## config.mk

```make
export PLATFORM = sky130hd
export DESIGN_NAME = hbridge_drive
export DESIGN_NICKNAME = d
export VERILOG_FILES = /design/src/rtl/hbridge_pkg.sv /design/src/rtl/hbridge_channel.sv /design/src/rtl/hbridge_drive.sv
export SDC_FILE = /design/constraint.sdc
export NUM_CORES = 1
export LEC_CHECK = 0
export BUFFER_PORTS_ARGS = -buffer_cell sky130_fd_sc_hd__buf_2
export CORE_MARGIN = 2
export CORE_UTILIZATION = 29
export DETAILED_ROUTE_END_ITERATION = 7
export RECOVER_POWER = 100
export SETUP_SLACK_MARGIN = 0.15
export SYNTH_ARGS = -nofsm -noshare
export SYNTH_HDL_FRONTEND = slang
export SYNTH_SLANG_ARGS = --single-unit
```

## constraint.sdc

```tcl
create_clock -name clk -period 3.6 [get_ports clk]
set_clock_uncertainty 0.1 [all_clocks]
set_input_delay 0.36 -clock clk [delete_from_list [all_inputs] [get_ports clk]]
set_output_delay 0.36 -clock clk [all_outputs]
set_load 0.03 [all_outputs]
```

## src/rtl/hbridge_pkg.sv

```systemverilog
// Shared request encoding and channel state definitions for the dual H-bridge drive.
package hbridge_pkg;

    localparam logic [1:0] REQ_COAST = 2'b00;
    localparam logic [1:0] REQ_FWD   = 2'b10;
    localparam logic [1:0] REQ_REV   = 2'b01;
    localparam logic [1:0] REQ_BRAKE = 2'b11;

    typedef enum logic [2:0] {
        COAST,
        FWD,
        REV,
        BRAKE,
        DEAD
    } chan_state_t;

    // Direction pin pattern {INx, INy} shown while in a given state.
    function automatic logic [1:0] state_pins(input chan_state_t s);
        case (s)
            FWD:     return 2'b10;
            REV:     return 2'b01;
            BRAKE:   return 2'b11;
            default: return 2'b00;
        endcase
    endfunction

    function automatic chan_state_t req_to_state(input logic [1:0] r);
        case (r)
            REQ_FWD:   return FWD;
            REQ_REV:   return REV;
            REQ_BRAKE: return BRAKE;
            default:   return COAST;
        endcase
    endfunction

endpackage

```

## src/rtl/hbridge_channel.sv

```systemverilog
// One bridge channel: direction FSM with reversal dead interval, duty latch and registered pins.
module hbridge_channel
    import hbridge_pkg::*;
#(
    parameter int PWM_BITS    = 8,
    parameter int DEAD_CYCLES = 50000
) (
    input  logic                clk,
    input  logic                rst,
    input  logic [1:0]          req,
    input  logic [PWM_BITS-1:0] duty,
    input  logic [PWM_BITS-1:0] cnt_next,
    input  logic                wrap,
    output logic                in_hi,
    output logic                in_lo,
    output logic                en,
    output logic                busy
);

    localparam int DW = (DEAD_CYCLES > 1) ? $clog2(DEAD_CYCLES) : 1;
    localparam logic [DW-1:0] DEAD_LOAD = DW'(DEAD_CYCLES - 1);

    chan_state_t         state_reg, state_next;
    chan_state_t         tgt_reg, tgt_next;
    logic [DW-1:0]       dead_reg, dead_next;
    logic [PWM_BITS-1:0] duty_q_reg, duty_q_next;
    logic                pwm_next;

    // Pins are registered from the next state, so the PWM compare uses the
    // values the counter and duty latch take on the same edge.
    always_comb begin
        duty_q_next = wrap ? duty : duty_q_reg;
        pwm_next    = (cnt_next < duty_q_next);
    end

    always_comb begin
        state_next = state_reg;
        tgt_next   = tgt_reg;
        dead_next  = dead_reg;
        if (req == REQ_COAST) begin
            state_next = COAST;
            dead_next  = '0;
        end else if (state_reg == DEAD) begin
            // Target follows the request; the interval runs out regardless.
            tgt_next = req_to_state(req);
            if (dead_reg == '0) begin
                state_next = tgt_next;
            end else begin
                dead_next = dead_reg - DW'(1);
            end
        end else if (req == REQ_BRAKE) begin
            state_next = BRAKE;
        end else if ((state_reg == FWD && req == REQ_REV) ||
                     (state_reg == REV && req == REQ_FWD)) begin
            state_next = DEAD;
            tgt_next   = req_to_state(req);
            dead_next  = DEAD_LOAD;
        end else begin
            state_next = req_to_state(req);
        end
    end

    always_ff @(posedge clk or posedge rst) begin
        if (rst) begin
            state_reg  <= COAST;
            tgt_reg    <= COAST;
            dead_reg   <= '0;
            duty_q_reg <= '0;
            in_hi      <= 1'b0;
            in_lo      <= 1'b0;
            en         <= 1'b0;
            busy       <= 1'b0;
        end else begin
            state_reg        <= state_next;
            tgt_reg          <= tgt_next;
            dead_reg         <= dead_next;
            duty_q_reg       <= duty_q_next;
            {in_hi, in_lo}   <= state_pins(state_next);
            en               <= (state_next == BRAKE) ||
                                (((state_next == FWD) || (state_next == REV)) && pwm_next);
            busy             <= (state_next == DEAD);
        end
    end

endmodule

```

## src/rtl/hbridge_drive.sv

```systemverilog
// Dual-channel L298-style output stage: request register, shared PWM counter, two channels.
module hbridge_drive
    import hbridge_pkg::*;
#(
    parameter int PWM_BITS    = 8,
    parameter int DEAD_CYCLES = 50000
) (
    input  logic                clk,
    input  logic                rst,
    input  logic [1:0]          req_a,
    input  logic [1:0]          req_b,
    input  logic [PWM_BITS-1:0] duty_a,
    input  logic [PWM_BITS-1:0] duty_b,
    output logic                IN1,
    output logic                IN2,
    output logic                IN3,
    output logic                IN4,
    output logic                ENA,
    output logic                ENB,
    output logic                busy_a,
    output logic                busy_b
);

    logic [3:0]          req_q_reg;
    logic [PWM_BITS-1:0] cnt_reg, cnt_next;
    logic                wrap;
    logic [PWM_BITS-1:0] duty_in [2];
    logic                hi_w [2];
    logic                lo_w [2];
    logic                en_w [2];
    logic                busy_w [2];

    assign cnt_next   = cnt_reg + PWM_BITS'(1);
    // Strobe on the edge where the counter rolls over to 0.
    assign wrap       = &cnt_reg;
    assign duty_in[0] = duty_a;
    assign duty_in[1] = duty_b;

    always_ff @(posedge clk or posedge rst) begin
        if (rst) begin
            req_q_reg <= '0;
            cnt_reg   <= '0;
        end else begin
            req_q_reg <= {req_b, req_a};
            cnt_reg   <= cnt_next;
        end
    end

    generate
        for (genvar gi = 0; gi < 2; gi++) begin : g_chan
            hbridge_channel #(
                .PWM_BITS    (PWM_BITS),
                .DEAD_CYCLES (DEAD_CYCLES)
            ) u_chan (
                .clk      (clk),
                .rst      (rst),
                .req      (req_q_reg[2*gi +: 2]),
                .duty     (duty_in[gi]),
                .cnt_next (cnt_next),
                .wrap     (wrap),
                .in_hi    (hi_w[gi]),
                .in_lo    (lo_w[gi]),
                .en       (en_w[gi]),
                .busy     (busy_w[gi])
            );
        end
    endgenerate

    assign IN1    = hi_w[0];
    assign IN2    = lo_w[0];
    assign ENA    = en_w[0];
    assign busy_a = busy_w[0];
    assign IN3    = hi_w[1];
    assign IN4    = lo_w[1];
    assign ENB    = en_w[1];
    assign busy_b = busy_w[1];

endmodule

```

# [Yosys cells after proc, flatten, opt, wreduce, memory -nomap -nowiden]
# Cells that the tools add are included.
[word_totals] input_bits=22 regBits=74 wordCells=94 output_inout_bits=8
[classes] magnitude_cmp=2 n_addsub=3 eq_ne=24 reduce_logical=21 muxes=28
[op_table] operator="$mux W16" n=10
[op_table] operator="$logic_not A16 Y1" n=2
[op_table] operator="$sub A16 B1 Y16 const B" n=2
[op_table] operator="$mux W3" n=10
[op_table] operator="$pmux W2 S3" n=4
[op_table] operator="$eq A3 B2 Y1 const B" n=6
[op_table] operator="$lt A8 B8 Y1" n=2
[op_table] operator="$mux W8" n=2
[op_table] operator="$eq A3 B1 Y1 const B" n=4
[op_table] operator="$eq A3 B3 Y1 const B" n=4
[op_table] operator="$add A8 B1 Y8 const B" n=1
[op_table] operator="$eq A2 B2 Y1 const B" n=4
[op_table] operator="$pmux W2 S2" n=2
[op_table] operator="$reduce_and A8 Y1" n=1
[op_table] operator="$logic_and A1 B1 Y1" n=6
[op_table] operator="$logic_or A1 B1 Y1" n=6
[op_table] operator="$ne A3 B1 Y1 const B" n=2
[op_table] operator="$ne A3 B2 Y1 const B" n=2
[op_table] operator="$reduce_and A3 Y1" n=2
[op_table] operator="$reduce_bool A3 Y1" n=2
[op_table] operator="$eq A2 B1 Y1 const B" n=2
[op_table] operator="$logic_not A2 Y1" n=2

# [Longest topological paths before layout]
[depth] ltp_word=11 ltp_mapped=11 ltp_nobuf=10

# [Hierarchy]
# From an unflattened synthesis, not the netlist that was laid out.
[hier_totals] cells_unflattened=413 hier_area_um2=4156.5
[modules_own_cells] mod="hbridge_channel" area_each_um2=1861.8 instances=2 cells_per_inst=192
[modules_own_cells] mod="hbridge_drive" area_each_um2=432.9 instances=1 cells_per_inst=29

# [Least setup slack after synthesis]
# No wires, ideal clock.
[synth_timing] kind="register to register" startpoint="reg cnt_reg[0]" endpoint="reg g_chan[0].u_chan.en" period_less_slack_ns=2.844 t_required_ns=3.422 path_buffers=2 slack_ns=0.756 stages_incl_launch_ff=12 arrival_time_ns=2.666 path_cell_list="dfrtp_1 > ha_1 > and4_1 > clkbuf_1 > buf_2 > mux2i_1 > ha_1 > a21oi_1 > nor2b_1 > a2111oi_0 > o211ai_1 > o2bb2ai_1"
[synth_between] elab_chain_len=5
[synth_rtl] element="start, declared" line_no="hbridge_drive.sv:25" rtl="logic [PWM_BITS-1:0] cnt_reg, cnt_next;"
[synth_rtl] element="start signal, assigned" line_no="hbridge_drive.sv:45" rtl="cnt_reg <= cnt_next;"
[synth_rtl] element="branches (longest 2 deep; another with $add A8 B1 Y8)"
[synth_rtl] element="$lt A8 B8 Y1 (*)" line_no="hbridge_channel.sv:33" rtl="pwm_next = (cnt_next < duty_q_next);"
[synth_rtl] element="$logic_and A1 B1 Y1 (*)" line_no="hbridge_channel.sv:80" rtl="(((state_next == FWD) || (state_next == REV)) && pwm_next);"
[synth_rtl] element="$logic_or A1 B1 Y1 (*)" line_no="hbridge_channel.sv:79" rtl="en <= (state_next == BRAKE) ||"
[synth_rtl] element="end signal, assigned" line_no="hbridge_channel.sv:79"
[synth_rtl] element="end, declared" line_no="hbridge_channel.sv:16" rtl="output logic en,"
# Every way passes the cells marked *.
# A chain may end at the register's enable or synchronous reset.

# [Worst setup path in the final report]
[layout_timing] startpoint="reg cnt_reg[0]" endpoint="reg g_chan[1].u_chan.en"
[layout_between] elab_chain_len=5
[layout_rtl] element="branches (longest 2 deep; another with $add A8 B1 Y8)"
[layout_rtl] element="$lt A8 B8 Y1 (*)" line_no="hbridge_channel.sv:33"
[layout_rtl] element="$logic_and A1 B1 Y1 (*)" line_no="hbridge_channel.sv:80"
[layout_rtl] element="$logic_or A1 B1 Y1 (*)" line_no="hbridge_channel.sv:79"
[layout_rtl] element="end signal, assigned" line_no="hbridge_channel.sv:79"
[layout_rtl] element="end, declared" line_no="hbridge_channel.sv:16"
# Marks and branches as above.

==> reports/qor.yml <==
outcome:
  run_status: "complete, but fails checks"
  violations: "capacitance limit, slew limit"
route:
  drt_first_iter_violations: 183
  drc_errors: 0
  routedWlPerCell_um: 14.2
  top_signal_layer_used: "met4"
  wirelength_um: 8120
  drt-met1-wl_um: 3780
  routed-wl-met3_um: 300
  detail_route.vias_per_cell: 5.02
  drt-pass1-iter-count: 4
  wl_met2_um: 3930
  vias_after_detailed_routing: 2864
  antenna_viol_nets_final: 0
die:
  die_h_um: 118
  die_wd_um: 118
  floorplan.die_area_um2: 14000
  core_um2: 12700
  placement_rows: 41
  start_util_pct: 29.8
  io_pins: 30
clock_tree:
  cts.sinks: 74
  hold_buffers: 0
  ctsHtreeMaxLevel: 3
  cts_setup_buffers: 0
  post_cts_resized: 0
  cts_inserted_buffers: 9
  clock_path_buffers: 2
  root_buffer: "sky130_fd_sc_hd__clkbuf_16"
  cts.clk_slew.worst_paths_ns: 0.06
  clock_latency_at_the_later_pin_of_the_worst_skew_pair_ns: 0.34
  tritoncts: "yes"
power_and_ir_drop:
  power.net_switching_mw: 0.699
  power.ir.vdd_worst_v: 0.000205
  power_frac_clock_pct: 38.6
  power_per_cell_area_nw_per_um2: 525
  internal_power_mw: 1.61
  swShare_pct: 30.3
  power.sequential.fraction_pct: 43.2
  power.combinational.fraction_pct: 18.1
  design_power_total_mw: 2.31
  leakagePower_nw: 1.98
layout:
  syn_to_final_growth_pct: 16.4
  final_design_area_no_fill_um2: 4400
  max_ffs_per_register: 32
  antennaDiodeCount: 0
  finish.utilization_pct: 34.7
  num-nets-final: 435
  drive_above_1_share_pct: 12.0
  fill_cells: 1315
  finalNonFillerCells: 571
yosys:
  most_frequent_cell_after_synthesis: "sky130_fd_sc_hd__dfrtp_1"
  synth_ff_type: "sky130_fd_sc_hd__dfrtp_1"
  synth-async-reset-ratio_pct: 100
  syn_area_um2: 3780
  syn_nets: 398
  yosysWarnings: 0
  post_synth_edffs: 0
  synthTopCellsByCount: "sky130_fd_sc_hd__dfrtp_1 (74), sky130_fd_sc_hd__inv_1 (23), sky130_fd_sc_hd__a21oi_1 (22)"
  post_synth_inst_count: 357
  synthDistinctLibCells: 53
  yosys.area.top_type: "sky130_fd_sc_hd__dfrtp_1"
  ys_seq_elements: 74
  synth.top_cells.by_area: "sky130_fd_sc_hd__dfrtp_1 (49%), sky130_fd_sc_hd__ha_1 (6.3%), sky130_fd_sc_hd__mux2i_1 (3.2%)"
  syn-mean-instance-area_um2: 10.6
  synth_seq_area_share_pct: 49.0
  synthDominantCellAreaShare_pct: 49.0
worst_setup_path:
  worst_path_largest_cell_delay_ns: 0.49
  critPathArrivalTime_ns: 3.06
  worst_r2r_startpoint: "cnt_reg[0]$_DFF_PP0_"
  crit_path_frequent_cell: "sky130_fd_sc_hd__ha_1"
  critical_path_required_ns: 3.70
  cp_max_fo: 9
  startpoint: "cnt_reg[0]$_DFF_PP0_"
  cp-end-kind: "register"
  rr_endpoint: "g_chan[1].u_chan.en$_DFF_PP0_"
  rr_worst_depth: 10
  critical_path_class: "register to register"
  cp_cell_sequence: "ha_1, and4_1, buf_4, mux2i_1, ha_1, o21ai_0, nand2b_1, a21oi_1, a2111oi_0, o21ai_1"
  slowest_stage_cell_cp: "sky130_fd_sc_hd__and4_1"
  timing.reg2reg.setup_slack_ns: 0.64
  worstSetupEndpoint: "g_chan[1].u_chan.en$_DFF_PP0_"
  cp-start-kind: "register"
place:
  dp.final_hpwl_um: 5870
  place.gp.congestion: 0.854
  post_dp_cell_area_um2: 4140
  post-place-cells: 555
  dpl_worst_slack_ns: 0.616
  port_buffers: 29
timing:
  setup_violations: 0
  finalHoldWorstSlack_ns: 0.0277
  clock.fmax_mhz: 338
  setup-tns-final_ns: 0
  finalWorstPathRequiredPeriod_ns: 2.96
  report.final.slew_viol_count: 42
  post-route-worst-setup-slack_ns: 0.639
  worst_pin_slew_ns: 1.52
  timing_hold_violations_final: 0
  post-route-period-util_pct: 82.3
  max_slew_margin_pct: -1.38
  rsz0062_at_grt: "no"
grt:
  grt_overflow_total: 0
  grt_antenna_before_repair: 0
  grt.total_usage_pct: 12.7
  grt_max_degree: 42
  first_global_vias: 2946
  grt_pass1_wl_um: 14400
worst_hold_path:
  timing.hold.worst.class: "input port to register"
run:
  max_cap_violations: 1
## layer usage
layer,global-route usage (%),up-vias
met1,16.0,1397
met5,0,-
met2,20.7,54
li1,-,1404
met4,4.82,0
met3,3.47,9
## cell type report
cell class                 count  area [µm²]  share of cell area (%)
sequential                    74        1850                    42.1
multi-input combinational    252        1790                    40.6
clock buffer                  10         229                    5.21
tap                          172         215                    4.89
timing repair buffer          34         161                    3.67
inverter                      23        86.3                    1.96
clock inverter                 6        67.6                    1.54
## critical path: cells and delay by family (launching register included)
kind / cells / cell delay, ns
compound gates: 4 / 0.72
mux: 1 / 0.28
buf+inv: 1 / 0.28
flops: 1 / 0.42
fa+ha+maj: 2 / 0.45
simple gates: 2 / 0.57
## cell usage in the layout, fill, tap and decap left out, drive strengths merged, types with 2 or more instances in the layout
master	count
a2111oi	3
a211oi	2
a21o	4
a21oi	22
a22o	6
a311oi	6
and2	3
and4	2
buf	23
clkbuf	21
clkinv	3
clkinvlp	2
dfrtp	74
ha	19
inv	23
mux2	4
mux2i	12
nand2	15
nand2b	3
nand3	11
nand4	3
nor2	21
nor3	11
nor3b	10
nor4	12
nor4b	4
nor4bb	2
o211ai	2
o21ai	18
o311ai	2
o31ai	5
o41ai	3
or2	2
or3	17
or4	2
or4bb	2
xnor2	11
xor2	2
## kinds of logic (layout without fill, tap and decap cells)
logic type,Yosys count,after routing,synth area share (%)
muxes,16,16,4.37
and+or+nand+nor,126,126,20.3
buffers and inverters,31,73,3.18
DFF,74,74,49.0
AOI/OAI and AO/OA,78,78,13.8
xor gates and xnor gates,13,13,3.01
adders and majority gates,19,19,6.29
## power by group through the flow
stage	Sequential, mW	Combinational, mW	Clock [mW]
final	0.998	0.418	0.891
after global routing	1.01	0.478	0.954
after CTS	0.996	0.437	0.914
after detailed placement	1.01	0.435	0
after global placement	1.01	0.427	0
after floorplan	1.00	0.322	0
## worst min-delay path by stage
stage / start / cells past startpoint / slack (ns) / endpoint
after CTS: req_b[0] / 1 / 0.02 / req_q_reg[2]$_DFF_PP0_
final: req_b[0] / 1 / 0.03 / req_q_reg[2]$_DFF_PP0_
after global placement: req_a[1] / 1 / 0.37 / req_q_reg[1]$_DFF_PP0_
after global routing: req_a[0] / 1 / 0.02 / req_q_reg[0]$_DFF_PP0_
after detailed placement: req_a[1] / 1 / 0.37 / req_q_reg[1]$_DFF_PP0_
after floorplan: req_a[0] / 0 / 0.29 / req_q_reg[0]$_DFF_PP0_
Note: power is estimated with default switching activity, not from simulation.
